===== src/rtl/ddr_lane_adapter.sv =====
// ddr_lane_adapter: bridges a narrow 64-bit AXI slave port onto a 512-bit DDR AXI master port
module ddr_lane_adapter #(
  parameter int ID_W = 16
) (
  input  logic            clock,
  input  logic            reset,
  input  logic            s_aw_valid,
  input  logic [31:0]     s_aw_addr,
  input  logic [7:0]      s_aw_len,
  input  logic [2:0]      s_aw_size,
  input  logic [ID_W-1:0] s_aw_id,
  output logic            s_aw_ready,
  input  logic            s_w_valid,
  input  logic [63:0]     s_w_data,
  input  logic [7:0]      s_w_strb,
  input  logic            s_w_last,
  output logic            s_w_ready,
  output logic            s_b_valid,
  output logic [1:0]      s_b_resp,
  output logic [ID_W-1:0] s_b_id,
  input  logic            s_b_ready,
  input  logic            s_ar_valid,
  input  logic [31:0]     s_ar_addr,
  input  logic [7:0]      s_ar_len,
  input  logic [2:0]      s_ar_size,
  input  logic [ID_W-1:0] s_ar_id,
  output logic            s_ar_ready,
  output logic            s_r_valid,
  output logic [63:0]     s_r_data,
  output logic [1:0]      s_r_resp,
  output logic            s_r_last,
  output logic [ID_W-1:0] s_r_id,
  input  logic            s_r_ready,
  output logic            m_aw_valid,
  output logic [63:0]     m_aw_addr,
  output logic [7:0]      m_aw_len,
  output logic [2:0]      m_aw_size,
  output logic [ID_W-1:0] m_aw_id,
  input  logic            m_aw_ready,
  output logic            m_w_valid,
  output logic [511:0]    m_w_data,
  output logic [63:0]     m_w_strb,
  output logic            m_w_last,
  input  logic            m_w_ready,
  input  logic            m_b_valid,
  input  logic [1:0]      m_b_resp,
  input  logic [ID_W-1:0] m_b_id,
  output logic            m_b_ready,
  output logic            m_ar_valid,
  output logic [63:0]     m_ar_addr,
  output logic [7:0]      m_ar_len,
  output logic [2:0]      m_ar_size,
  output logic [ID_W-1:0] m_ar_id,
  input  logic            m_ar_ready,
  input  logic            m_r_valid,
  input  logic [511:0]    m_r_data,
  input  logic [1:0]      m_r_resp,
  input  logic            m_r_last,
  input  logic [ID_W-1:0] m_r_id,
  output logic            m_r_ready
);
  typedef enum logic [1:0] {W_IDLE, W_ADDR, W_DATA, W_RESP} w_state_t;
  typedef enum logic [1:0] {R_IDLE, R_ADDR, R_DATA} r_state_t;
  w_state_t w_state, w_next;
  r_state_t r_state, r_next;
  logic [31:0] aw_addr, ar_addr, beat_addr_w, beat_addr_r;
  logic [7:0] aw_len, ar_len;
  logic [2:0] aw_size, ar_size, aw_size_eff, ar_size_eff, lane_w, lane_r;
  logic [ID_W-1:0] aw_id, ar_id;
  logic aw_hs, w_hs, b_hs, ar_hs, r_hs;
  assign aw_hs = s_aw_valid & s_aw_ready;
  assign w_hs = s_w_valid & s_w_ready;
  assign b_hs = m_b_valid & m_b_ready;
  assign ar_hs = s_ar_valid & s_ar_ready;
  assign r_hs = m_r_valid & m_r_ready;
  assign aw_size_eff = aw_size > 3'd3 ? 3'd3 : aw_size;
  assign ar_size_eff = ar_size > 3'd3 ? 3'd3 : ar_size;
  assign lane_w = beat_addr_w[5:3];
  assign lane_r = beat_addr_r[5:3];
  // write FSM state register
  always_ff @(posedge clock)
    w_state <= reset ? W_IDLE : w_next;
  // write FSM transitions: one outstanding write from AW through B
  always_comb begin
    w_next = w_state;
    case (w_state)
      W_IDLE:  if (aw_hs) w_next = W_ADDR;
      W_ADDR:  if (m_aw_ready) w_next = W_DATA;
      W_DATA:  if (w_hs && s_w_last) w_next = W_RESP;
      W_RESP:  if (b_hs) w_next = W_IDLE;
      default: w_next = W_IDLE;
    endcase
  end
  // write channel outputs: W and B pass through only in their own states
  always_comb begin
    s_aw_ready = w_state == W_IDLE;
    m_aw_valid = w_state == W_ADDR;
    m_aw_addr = {32'b0, aw_addr};
    m_aw_len = aw_len;
    m_aw_size = aw_size_eff;
    m_aw_id = aw_id;
    s_w_ready = (w_state == W_DATA) & m_w_ready;
    m_w_valid = (w_state == W_DATA) & s_w_valid;
    m_w_last = (w_state == W_DATA) & s_w_last;
    m_w_data = {8{s_w_data}};
    m_w_strb = w_state == W_DATA ? {56'b0, s_w_strb} << {lane_w, 3'b0} : 64'b0;
    s_b_valid = (w_state == W_RESP) & m_b_valid;
    m_b_ready = (w_state == W_RESP) & s_b_ready;
    s_b_resp = m_b_resp;
    s_b_id = m_b_id;
  end
  // write address capture and per-beat lane address tracking
  always_ff @(posedge clock)
    if (reset) begin
      aw_addr <= '0;
      aw_len <= '0;
      aw_size <= '0;
      aw_id <= '0;
      beat_addr_w <= '0;
    end else if (aw_hs) begin
      aw_addr <= s_aw_addr;
      aw_len <= s_aw_len;
      aw_size <= s_aw_size;
      aw_id <= s_aw_id;
      beat_addr_w <= s_aw_addr;
    end else if (w_hs) begin
      beat_addr_w <= beat_addr_w + (32'd1 << aw_size_eff);
    end
  // read FSM state register
  always_ff @(posedge clock)
    r_state <= reset ? R_IDLE : r_next;
  // read FSM transitions: one outstanding read from AR through last R beat
  always_comb begin
    r_next = r_state;
    case (r_state)
      R_IDLE:  if (ar_hs) r_next = R_ADDR;
      R_ADDR:  if (m_ar_ready) r_next = R_DATA;
      R_DATA:  if (r_hs && m_r_last) r_next = R_IDLE;
      default: r_next = R_IDLE;
    endcase
  end
  // read channel outputs: R passes through with the active 64-bit lane selected
  always_comb begin
    s_ar_ready = r_state == R_IDLE;
    m_ar_valid = r_state == R_ADDR;
    m_ar_addr = {32'b0, ar_addr};
    m_ar_len = ar_len;
    m_ar_size = ar_size_eff;
    m_ar_id = ar_id;
    s_r_valid = (r_state == R_DATA) & m_r_valid;
    m_r_ready = (r_state == R_DATA) & s_r_ready;
    s_r_data = m_r_data[{lane_r, 6'b0} +: 64];
    s_r_last = (r_state == R_DATA) & m_r_last;
    s_r_resp = m_r_resp;
    s_r_id = m_r_id;
  end
  // read address capture and per-beat lane address tracking
  always_ff @(posedge clock)
    if (reset) begin
      ar_addr <= '0;
      ar_len <= '0;
      ar_size <= '0;
      ar_id <= '0;
      beat_addr_r <= '0;
    end else if (ar_hs) begin
      ar_addr <= s_ar_addr;
      ar_len <= s_ar_len;
      ar_size <= s_ar_size;
      ar_id <= s_ar_id;
      beat_addr_r <= s_ar_addr;
    end else if (r_hs) begin
      beat_addr_r <= beat_addr_r + (32'd1 << ar_size_eff);
    end
endmodule


===== config.mk =====
export PLATFORM = sky130hd
export DESIGN_NAME = ddr_lane_adapter
export DESIGN_NICKNAME = d
export VERILOG_FILES = /design/src/rtl/ddr_lane_adapter.sv
export SDC_FILE = /design/constraint.sdc
export NUM_CORES = 1
export LEC_CHECK = 0
export BUFFER_PORTS_ARGS = -buffer_cell sky130_fd_sc_hd__buf_2
export CAP_MARGIN = 15
export CORE_AREA = 2 2 635 637
export CTS_CLUSTER_DIAMETER = 60
export DETAILED_ROUTE_END_ITERATION = 8
export DIE_AREA = 0 0 637 639
export PLACE_DENSITY = 0.3
export SLEW_MARGIN = 10
export SYNTH_ARGS = -nofsm -noshare
export SYNTH_HDL_FRONTEND = slang
export SYNTH_SLANG_ARGS = --single-unit

===== constraint.sdc =====
create_clock -name clock -period 2.9 [get_ports clock]
set_input_delay 0 -clock clock [delete_from_list [all_inputs] [get_ports clock]]
set_output_delay 0 -clock clock [all_outputs]
set_load 0.02 [all_outputs]

---- After elaboration in Yosys (flattened, before gate mapping) ----
Cells that the tools add are included.
word-level totals
  flip-flop bits (word level) ............. 186
  bits in latches ......................... 0
  memory bits (writable) .................. 0
  bits in read-only memories .............. 0
  input bits .............................. 752
  output and inout port bits .............. 870
  logic and storage cells ................. 69
  memories kept ........................... 0
cells by class
  add/sub/neg operators ................... 2
  multipliers ............................. 0
  divide/modulo/power cells ............... 0
  $lt $le $gt $ge ......................... 2
  equality and inequality tests ........... 12
  shift-type cells ........................ 4
  multiplexer cells ....................... 16
  bitwise operators ....................... 13
  reduce and logical (&&, ||, !) cells .... 8
operators with widths
  operator              number
  $shiftx 512x10->64    1
  $mux 32               4
  $add 32x32->32        2
  $mux 64               1
  $shl 1x3->32 const A  2
  $shl 8x6->64          1
  $mux 2                7
  $and 1x1->1           13
  $ne 2x1->1 const B    4
  $pmux 2 s4            1
  $eq 2x2->1 const B    3
  $gt 3x2->1 const B    2
  $mux 3                2
  $ne 2x2->1 const B    3
  $pmux 2 s3            1
  $eq 2x1->1 const B    2
  $logic_not 2->1       2
  $reduce_and 4->1      1
  $reduce_bool 2->1     2
  $reduce_and 3->1      1
  $logic_and 1x1->1     2

---- Logic depth before layout (Yosys ltp) ----
  depth after elaboration ................. 6
  depth in mapped cells ................... 8
  mapped depth without buffers ............ 8

---- Worst setup path after synthesis ----
OpenSTA, ideal clock, no wires.
  path kind ............................... reg2reg
  from .................................... register aw_size[2]
  to ...................................... register beat_addr_w[5]
  setup time .............................. 0.120 ns
  arrival time ............................ 2.003 ns
  path slack .............................. 0.778 ns
  stages on the path, launching flop included .. 8
  clock period less this slack ............ 2.122 ns
  cells stage by stage .................... dfxtp_1 > or2_2 > nor2_1 > ha_1 > a211o_1 > a211oi_1 > nor3_1 > o31a_1
on the way
  cells in the longest elaborated chain, start to end .. 6
RTL lines
  element                 RTL line  text
  start, declared         68        logic [2:0] aw_size, ar_size, aw_size_eff, ar_size_eff, lane_w, lane_r;
  start signal, assigned  123       aw_size <= s_aw_size;
  $gt 3x2->1              76        assign aw_size_eff = aw_size > 3'd3 ? 3'd3 : aw_size;
  $mux 3                  76
  net m_aw_size[1]        37        output logic [2:0] m_aw_size,
  $shl 1x3->32            127       beat_addr_w <= beat_addr_w + (32'd1 << aw_size_eff);
  $add 32x32->32          127
  $mux 32                 126       end else if (w_hs) begin
  $mux 32                 120       end else if (aw_hs) begin
  end signal, assigned    125       beat_addr_w <= s_aw_addr;
  end signal, assigned    127
  end, declared           66        logic [31:0] aw_addr, ar_addr, beat_addr_w, beat_addr_r;
The timed path passes the listed nets, and every way through them passes these cells. The select of a mux whose other input is x is not followed.
A chain may end at the register's enable or synchronous reset.

---- Final worst setup path ----
  from .................................... register beat_addr_r[3]
  to ...................................... output s_r_data[6]
on the way
  cells in the longest elaborated chain, start to end .. 1
RTL lines
  element                 RTL line  text
  start, declared         66
  start signal, assigned  170       beat_addr_r <= s_ar_addr;
  start signal, assigned  172       beat_addr_r <= beat_addr_r + (32'd1 << ar_size_eff);
  $shiftx 512x10->64      152       s_r_data = m_r_data[{lane_r, 6'b0} +: 64];
  end, declared           29        output logic [63:0] s_r_data,
No other way between the ends.

==> out/qor_table.md <==
| Step | Result | Value |
|:---|:---|:---|
| outcome | Run status | complete, no violations |
| min path | Classification of the worst-slack hold path | in -> out |
| place | Placed instance area | 21000 µm² |
| drt | Overall via count from detail_route | 13979 |
| finish | Most common cell after layout, fill and taps aside | sky130_fd_sc_hd__buf_2 |
| die | Core Rows | 233 |
| setup path | Reg-to-reg critical path endpoint | beat_addr_w[5] |
| logic synthesis | Synthesized-area fraction occupied by adder cells | 1.52% |
| setup path | WP data arrival | 2.73 ns |
| setup path | Cell chain of the critical path | buf_12 > buf_4 > mux4_2 > mux2_2 > buf_2 |
| die | Width of the die | 637 µm |
| setup path | Critical Path Start Type | register |
| power and ir drop | Combinational cell fraction of total power | 48.7% |
| drt | Detail-routed net length per standard cell | 20.1 µm |
| setup path | Type of element capturing the critical path | output port |
| timing | Final Max Tran Viols | 0 |
| drt | Initial drt markers | 909 |
| logic synthesis | Library cells used by synthesis | 46 |
| timing | Final hold violations | 0 |
| setup path | Biggest fanout along the worst timing path | 17 |
| setup path | Endpoint of the most critical setup path | s_r_data[6] |
| setup path | Number of buffer and inverter instances along the worst setup path | 3 |
| timing | Setup Total Neg Slack | 0 ns |
| logic synthesis | Count of state elements after synthesis | 134 |
| power and ir drop | Cell area power density | 428 nW/µm² |
| finish | Commonest non-fill, non-tap cells in the layout | sky130_fd_sc_hd__buf_2 (906), sky130_fd_sc_hd__nand2_1 (247), sky130_fd_sc_hd__dfxtp_1 (131), sky130_fd_sc_hd__mux4_2 (128), sky130_fd_sc_hd__a21oi_1 (128) |
| power and ir drop | Reported net switching power | 4.30 mW |
| global route | Number of antenna violations at the first check in global routing | 101 |
| finish | Area growth from synthesis to final layout | 62.6% |
| die | Core footprint | 401000 µm² |
| setup path | Reg-to-reg startpoint | aw_size[2] |
| setup path | Delay contributed by the slowest stage of the critical path | 0.62 ns |
| logic synthesis | Fraction of synthesized area in multiplexers | 25.6% |
| setup path | Master of the slowest instance on the critical path | sky130_fd_sc_hd__mux4_2 |
| global route | Maximum number of pins on one net before global-route repair | 133 |
| logic synthesis | Predominant post-synthesis flop cell | sky130_fd_sc_hd__dfxtp_1 |
| logic synthesis | Synthesized netlist cell count | 1589 |
| timing | Count of final setup violators | 0 |
| drt | Final antenna-violating net count | 0 |
| place | Post-DP HPWL | 136000 µm |
| timing | Transition time of the tightest slew-check pin | 1.03 ns |
| drt | Sum of met2 wire segment lengths after detailed routing | 71500 µm |
| clock network | Number of buffers on the longest clock path | 3 |
| run | Max-capacitance violation count | 0 |
| drt | First-pass iteration count of the detailed router | 5 |
| global route | Overall fraction of global-route tracks in use | 6.90% |
| timing | RSZ-0062 raised after global routing | no |
| setup path | Cell depth of the worst setup path | 5 |
| logic synthesis | Total number of yosys warnings | 0 |
| power and ir drop | P_leak | 8.34 nW |
| setup path | Launching element of the worst setup path | beat_addr_r[3] |
| global route | Global route total overflow | 0 |
| drt | Post-route DRC | 0 |
| timing | Worst-case headroom to the max-slew limit | 31.2% |
| finish | Fin nets | 2829 |
| logic synthesis | Post-Synthesis Mean Instance Area | 8.92 µm² |
| logic synthesis | Number of flops mapped to enable cells by yosys | 0 |
| finish | Share of final-layout standard cells stronger than drive strength 1 | 57.0% |
| global route | Via count of the first global-routing pass | 13816 |
| power and ir drop | Switching power share of the total | 43.5% |
| drt | Met3 wirelength from detailed routing | 28400 µm |
| die | Floorplan die area | 407000 µm² |
| timing | Period Utilization, post-route | 94.3% |
| clock network | CTS tree | yes |
| setup path | Reg-to-reg setup timing slack | 0.69 ns |
| clock network | Sink Count | 134 |
| die | Die extent in y | 639 µm |
| setup path | R2r worst-path depth | 7 |
| clock network | Master cell of the clock root buffer | sky130_fd_sc_hd__clkbuf_16 |
| drt | Overall routed net length | 149000 µm |
| place | Number of I/O port buffers | 907 |
| logic synthesis | Compound-cell area share of the yosys netlist | 6.50% |
| power and ir drop | Fraction of power consumed by the clock network | 28.0% |
| drt | Detailed-routing wirelength on met1 | 44600 µm |
| setup path | CP Data Required Time | 2.90 ns |
| logic synthesis | Synthesized-area fraction occupied by and/or/nand/nor cells | 11.8% |
| clock network | Clock transition at path regs | 0.09 ns |
| power and ir drop | Pint | 5.58 mW |
| drt | Uppermost layer routed | met5 |
| clock network | H-tree depth | 4 |
| die | Starting Density | 3.54% |
| logic synthesis | Combinational family with the most area after synthesis | buffers and inverters |
| power and ir drop | Highest ir drop seen on vdd | 0.276 mV |
| logic synthesis | Synthesized-area fraction occupied by xor and xnor cells | 0.124% |
| setup path | Cell class contributing the biggest share of worst-path delay | multiplexers |
| finish | Layout Cell Area excl Fill | 23100 µm² |
| logic synthesis | Fraction of synthesis flops using an asynchronous set or reset pin | 0% |
| min path | Min-Delay Path Depth | 0 |
| logic synthesis | Share of synthesized area occupied by flip-flops and latches | 18.9% |
| drt | Vias per inst | 1.89 |
| global route | Wire length of the first global-routing pass | 177000 µm |
| logic synthesis | Synthesized area | 14200 µm² |
| power and ir drop | Sequential fraction of design power | 23.3% |
| clock network | Total CTS buffers | 25 |
| timing | Shortest period the worst path allows | 2.73 ns |
| timing | Fmax achieved | 0.366 GHz |
| setup path | WS Path Type | reg -> out |
| timing | Clock skew after layout | 0.0411 ns |
| place | Weighted congestion reported at the end of routability-driven placement | 0.861 |
| die | Ports placed on the boundary | 1622 |
| clock network | Clk_lat worst skew | 0.54 ns |
-- sequential cells by signal, indices dropped and copies added (netlist names), 6 cells and up --
register and count:
aw_addr 32, m_aw_len 8, beat_addr_r 6, ar_addr 32
m_ar_len 8, beat_addr_w 6, m_aw_id 16, m_ar_id 16
-- power by group through the flow --
stage / combinational [mW] / sequential [mW] / clock (mW)
after floorplan: 3.29 / 2.51 / 0
after global placement: 4.94 / 2.35 / 0
after detailed placement: 4.95 / 2.35 / 0
after CTS: 5.14 / 2.32 / 2.93
after global routing: 5.34 / 2.35 / 2.96
final: 4.81 / 2.30 / 2.77
-- cells in the mapped netlist, types with 2 or more instances --
| master | instances | area [µm²] |
|---|---|---|
| sky130_fd_sc_hd__buf_4 | 619 | 4650 |
| sky130_fd_sc_hd__nor3_1 | 6 | 30.0 |
| sky130_fd_sc_hd__a21oi_1 | 128 | 641 |
| sky130_fd_sc_hd__a211o_1 | 4 | 35.0 |
| sky130_fd_sc_hd__clkbuf_1 | 42 | 158 |
| sky130_fd_sc_hd__inv_1 | 7 | 26.3 |
| sky130_fd_sc_hd__nor2_1 | 27 | 101 |
| sky130_fd_sc_hd__ha_1 | 14 | 175 |
| sky130_fd_sc_hd__nand2b_1 | 5 | 31.3 |
| sky130_fd_sc_hd__buf_1 | 15 | 56.3 |
| sky130_fd_sc_hd__a311oi_1 | 6 | 52.6 |
| sky130_fd_sc_hd__mux4_2 | 128 | 2880 |
| sky130_fd_sc_hd__a21boi_0 | 2 | 15.0 |
| sky130_fd_sc_hd__fa_1 | 2 | 40.0 |
| sky130_fd_sc_hd__nand2_1 | 248 | 931 |
| sky130_fd_sc_hd__mux2_2 | 64 | 721 |
| sky130_fd_sc_hd__nor2b_1 | 5 | 31.3 |
| sky130_fd_sc_hd__and2_1 | 73 | 457 |
| sky130_fd_sc_hd__o21a_1 | 3 | 22.5 |
| sky130_fd_sc_hd__or2_2 | 4 | 25.0 |
| sky130_fd_sc_hd__o31ai_1 | 2 | 15.0 |
| sky130_fd_sc_hd__buf_2 | 5 | 25.0 |
| sky130_fd_sc_hd__nand3_1 | 5 | 25.0 |
| sky130_fd_sc_hd__mux2i_1 | 2 | 20.0 |
| sky130_fd_sc_hd__buf_6 | 11 | 124 |
| sky130_fd_sc_hd__dfxtp_1 | 134 | 2680 |
| sky130_fd_sc_hd__o21ai_0 | 3 | 15.0 |
| sky130_fd_sc_hd__a21o_1 | 7 | 52.6 |
-- logic make-up after synthesis --
| family | Yosys count |
|---|---|
| buffers and inverters | 699 |
| AO/OA/AOI/OAI | 164 |
| other | 1 |
| multiplexers | 194 |
| adder cells (fa/ha/maj) | 16 |
| AND/OR/NAND/NOR | 379 |
| XOR/XNOR | 2 |
| flip-flops | 134 |
-- worst register-to-register path, cell delays in order, from the launching register on --
cell                       delay (ns)
sky130_fd_sc_hd__dfxtp_1         0.32
sky130_fd_sc_hd__or2_2           0.32
sky130_fd_sc_hd__nor2_1          0.19
sky130_fd_sc_hd__ha_1            0.28
sky130_fd_sc_hd__a211o_1         0.31
sky130_fd_sc_hd__a211oi_1        0.32
sky130_fd_sc_hd__nor3_1          0.09
sky130_fd_sc_hd__o31a_1          0.28
-- metal layers --
layer	global-route usage, %	up-vias
li1	-	5703
met1	6.09	6516
met2	11.7	1510
met3	5.96	214
met4	1.63	36
met5	0.933	-
-- what timing repair did --
action                                  4_1_cts  5_1_grt
setup buffers                                 1        0
hold endpoints to repair                    133        0
gates resized for setup                       1        0
hold buffers                                126        0
endpoints found under the setup margin       20        0
-- through the flow --
step,utilization [%],worst slack [ns],cells,hold slack [ns],total power [mW]
global route,5.75,0.00149,7385,0.0000593,10.7
floorplan,-,0.778,1656,0.113,5.80
detailed placement,5.23,0.482,7194,0.000137,7.30
global placement,5.23,0.511,7194,0.000137,7.28
finish,5.75,0.165,7395,0.00000651,9.88
CTS,5.73,0.0206,7354,0.000137,10.4
-- cell type report --
type	instances	area (µm²)
inverter	7	26.3
fill	47412	378000
antenna	41	103
timing repair buffer	1070	6180
clock buffer	29	671
clock inverter	4	46.3
tap	5287	6620
sequential	134	2690
multi-input combinational	823	6720
-- worst min path at each step --
| stage | slack [ns] | from | to |
|---|---|---|---|
| 2_1_floorplan | 0.11 | s_w_data[0] | m_w_data[0] |
| 3_3_place_gp | 0.0001 | m_r_id[15] | s_r_id[15] |
| 3_5_place_dp | 0.0001 | m_r_id[15] | s_r_id[15] |
| 4_1_cts | 0.0001 | m_r_id[15] | s_r_id[15] |
| 5_1_grt | 0.00006 | m_r_id[6] | s_r_id[6] |
| 6_report | 0.000007 | m_r_id[4] | s_r_id[4] |
Power figures use the tool's default switching activity.
